File: config.mk
export PLATFORM = sky130hd
export DESIGN_NAME = reg_bank_sb
export DESIGN_NICKNAME = d
export VERILOG_FILES = /design/src/rtl/reg_bank_sb.sv
export SDC_FILE = /design/constraint.sdc
export NUM_CORES = 1
export LEC_CHECK = 0
export CAP_MARGIN = 5
export CORE_ASPECT_RATIO = 0.9
export CORE_MARGIN = 10
export CORE_UTILIZATION = 45
export CTS_BUF_LIST = sky130_fd_sc_hd__clkbuf_4 sky130_fd_sc_hd__clkbuf_8
export CTS_CLUSTER_DIAMETER = 100
export DETAILED_ROUTE_END_ITERATION = 7
export GPL_TIMING_DRIVEN = 0
export HOLD_SLACK_MARGIN = 0.1
export PLACE_DENSITY_LB_ADDON = 0.25
export SYNTH_ARGS = -nofsm -noshare
export SYNTH_HDL_FRONTEND = slang
export SYNTH_SLANG_ARGS = --single-unit
File: constraint.sdc
create_clock -name clk -period 2.6 [get_ports clk]
set_input_delay 0.52 -clock clk [delete_from_list [all_inputs] [get_ports clk]]
set_output_delay 0.52 -clock clk [all_outputs]
set_load 0.005 [all_outputs]
File: src/rtl/reg_bank_sb.sv
// reg_bank_sb: register storage bank with a per-entry busy scoreboard.
// All DEPTH entries are presented on one packed bus for the downstream
// register-select mux. Busy bits are set on issue and cleared on writeback;
// a writeback to a non-busy entry raises a sticky wr_err.
// Optional feature macro: REG_BANK_BYPASS_EN (same-cycle write-through on regs_out).
module reg_bank_sb #(
  parameter int unsigned BIT_WIDTH = 4,
  parameter int unsigned DEPTH     = 4,
  parameter int unsigned SEL_WIDTH = $clog2(DEPTH),
  parameter int unsigned ZERO_REG  = 1
) (
  input  logic                       clk,
  input  logic                       rst,
  input  logic                       en_n,
  input  logic                       wr_en,
  input  logic [SEL_WIDTH-1:0]       wr_addr,
  input  logic [BIT_WIDTH-1:0]       wr_data,
  input  logic                       iss_en,
  input  logic [SEL_WIDTH-1:0]       iss_addr,
  output logic [BIT_WIDTH*DEPTH-1:0] regs_out,
  output logic [DEPTH-1:0]           busy,
  output logic                       wr_err
);

  localparam logic [SEL_WIDTH:0] DEPTH_L = (SEL_WIDTH+1)'(DEPTH);
  localparam bit                 ZERO_EN = (ZERO_REG != 0);

  logic [BIT_WIDTH-1:0] regs_q [DEPTH];
  logic [BIT_WIDTH-1:0] regs_d [DEPTH];
  logic [DEPTH-1:0]     busy_q, busy_d;
  logic                 wr_err_q, wr_err_d;
  logic                 wr_ok, iss_ok;

  // Qualify strobes: enabled, address in range, not the hard-wired zero entry.
  always_comb begin
    wr_ok  = !en_n && wr_en && ({1'b0, wr_addr} < DEPTH_L)
             && !(ZERO_EN && (wr_addr == '0));
    iss_ok = !en_n && iss_en && ({1'b0, iss_addr} < DEPTH_L)
             && !(ZERO_EN && (iss_addr == '0));
  end

  // Next-state: writeback updates data and clears busy; issue is applied
  // afterwards so a same-address issue keeps the entry busy.
  always_comb begin
    regs_d   = regs_q;
    busy_d   = busy_q;
    wr_err_d = wr_err_q;
    if (wr_ok) begin
      regs_d[wr_addr] = wr_data;
      busy_d[wr_addr] = 1'b0;
      if (!busy_q[wr_addr]) begin
        wr_err_d = 1'b1;
      end
    end
    if (iss_ok) begin
      busy_d[iss_addr] = 1'b1;
    end
  end

  // State registers with synchronous reset taking priority over everything.
  always_ff @(posedge clk) begin
    if (rst) begin
      regs_q   <= '{default: '0};
      busy_q   <= '0;
      wr_err_q <= 1'b0;
    end else begin
      regs_q   <= regs_d;
      busy_q   <= busy_d;
      wr_err_q <= wr_err_d;
    end
  end

  // Pack storage onto the output bus, optionally forwarding the in-flight write.
  always_comb begin
    regs_out = '0;
    for (int unsigned i = 0; i < DEPTH; i++) begin
      regs_out[BIT_WIDTH*i +: BIT_WIDTH] = regs_q[i];
`ifdef REG_BANK_BYPASS_EN
      if (wr_ok && (wr_addr == SEL_WIDTH'(i))) begin
        regs_out[BIT_WIDTH*i +: BIT_WIDTH] = wr_data;
      end
`else
`endif
      if (ZERO_EN && (i == 0)) begin
        regs_out[BIT_WIDTH*i +: BIT_WIDTH] = '0;
      end
    end
  end

  assign busy   = busy_q;
  assign wr_err = wr_err_q;

endmodule

==> results.cfg <==
[yosys]
ys.flop_type = dfxtp_1
synth_warnings = 0
syn_inst = 70
synth_edf_count = 0
ys_seq_area_frac = 0.463
ys_ff_latch = 17
synth_area_um2 = 736
syn_area_per_cell_um2 = 10.5
async_reset_ff_frac = 0
ys_types = 19

[routing]
wl_per_cell_um = 15.0
wirelength_um = 1900
vias_per_cell = 4.80
drt_iter0_drc = 3
detail-route-antenna-nets = 0
firstDrtPassIters = 3
drcViolationCount = 0
num_vias = 610

[timing]
rsz0062_at_grt = false
setup_viol = 0
fin_setup_tns_ns = 0
period_minus_slack_ns = 1.75
fin_worst_skew_ns = 0.00105
drv_slew = 0
fmax_mhz = 570
final_hold_viol_count = 0
fin_crit_sh = 0.674

[pwr]
power_density_mw_per_mm2 = 457
power_leakage_nw = 0.426
total_power_mw = 0.496
ir_drop_v = 0.000353

[global_routing]
grt_pass1_wl_um = 3130
gr-total-overflow = 0
grt_max_degree = 11
grt_pass1_vias = 666
grt_usage = 0.105
grt_antenna_before_repair = 0

[setup_path]
setup.worst_path.end_class = primary output
required_ns = 2.08
crit_slowest_cell = clkdlybuf4s50_1
crit_fanout = 3
slowest_delay_ns = 0.53
path_cells = clkdlybuf4s50_1
reg2reg_setup_slack_ns = 1.74
startpoint_type = flop
worst_ep_arrival_time_ns = 1.23
cp_num_buf_inv = 1
crit_family = buffers and inverters
criticalPathCategory = flop to primary output

[clock_tree]
cts_tree = built
worstSkewPairLatency_ns = 0.29
clock_sinks = 17
post_cts_buffers = 0
clock_path_buffers = 2
h-tree-depth = 1
clock-root-buffer = clkbuf_4
numCtsBuffers = 3
ctsResizeCount = 0
ctsHoldBuffers = 0
cts.reportedPaths.clkPinSlew_ns = 0.10

[floorplan]
coreArea_mm2 = 0.00150
fp.dieH_um = 58.4
row_count = 13
die_x_um = 62.6
ios = 34
dieArea_mm2 = 0.00365
start_util = 0.492

[cells_and_area]
fin_nets = 119
register_area_um2 = 340
antennaDiodeCount = 0
multi_input_area_um2 = 343
fin_cells = 127
fillCellCount = 128
areaGrowthSynthToFinish_pct = 47.4
layout-drive-gt1-share = 0.133

[placement]
port_buffers = 28
finalWeightedCongestion = 0.696
dpl.cell_count = 123
dpl.hpwl_um = 1520

[job]
cap_violations = 0

[min_path]
hold_path_class = flop to flop

[outcome]
status = complete, no violations
power by group:
part           switching, mW  internal [mW]
Combinational         0.0269         0.0433
Clock                 0.0841         0.0703
Sequential           0.00421          0.267
path summary, 6_finish.rpt:
| check | depth (start not counted) | from | to |
|---|---|---|---|
| setup / recovery | 1 | busy[2] | busy[2] |
| hold / removal | 2 | wr_err | wr_err |
| setup reg to reg | 3 | busy[2] | wr_err |
| hold reg to reg | 2 | wr_err | wr_err |
registers in the layout, summed over array words and instances, names as in the netlist:
register and cells:
wr_err 1, busy 4, regs_out 12
final cells by class:
cell class              instances  area share
repair buffers                 28       0.258
clock buffers                   4      0.0277
flip-flops and latches         17       0.314
multi-input cells              47       0.316
plain buffers                   8      0.0554
well taps                      22      0.0254
inverters                       1     0.00346
routing by layer:
metal	vias up	routed length, µm	part of all wire	global-route usage
li1	299	-	-	-
met1	283	779	0.41	0.114
met2	26	922	0.49	0.178
met3	2	180	0.095	0.0454
met4	0	17	0.0090	0.0414
met5	-	0	0	0
cells by family after synthesis:
kind of cell,after synthesis,synth area share
DFF,17,0.463
buffers and inverters,9,0.0867
other,1,0.00510
AOI/OAI and AO/OA,5,0.0493
muxes,12,0.163
and+or+nand+nor,26,0.233
metrics by stage:
stage / cell area, µm² / hold WS [ns] / setup WS [ns] / util
2_1_floorplan: 747 / 0.442 / 1.35 / -
3_3_place_gp: 1050 / 0.435 / 0.714 / 0.705
3_5_place_dp: 1050 / 0.454 / 0.698 / 0.705
4_1_cts: 1080 / 0.464 / 0.840 / 0.725
5_1_grt: 1080 / 0.507 / 0.802 / 0.725
6_report: 1080 / 0.462 / 0.847 / 0.725
synthesized netlist by cell type (all sizes together), types with 2 or more instances:
| master | count | share of area |
|---|---|---|
| buf | 6 | 0.071 |
| nor2 | 12 | 0.061 |
| and4bb | 2 | 0.034 |
| nor2b | 3 | 0.026 |
| a21oi | 4 | 0.037 |
| nand2b | 3 | 0.046 |
| or4bb | 2 | 0.031 |
| nand4b | 2 | 0.024 |
| clkbuf | 2 | 0.010 |
| dfxtp | 17 | 0.46 |
| mux2i | 12 | 0.16 |
placed cells by master, fill, tap and decap left out, types with 3 or more instances in the layout:
master           instances
clkdlybuf4s50_1         28
dfxtp_1                 17
mux2i_1                 12
nor2_1                  12
buf_4                    4
conb_1                   4
clkbuf_4                 4
nor2b_1                  3
No activity file was read; power rests on OpenSTA's default activity.
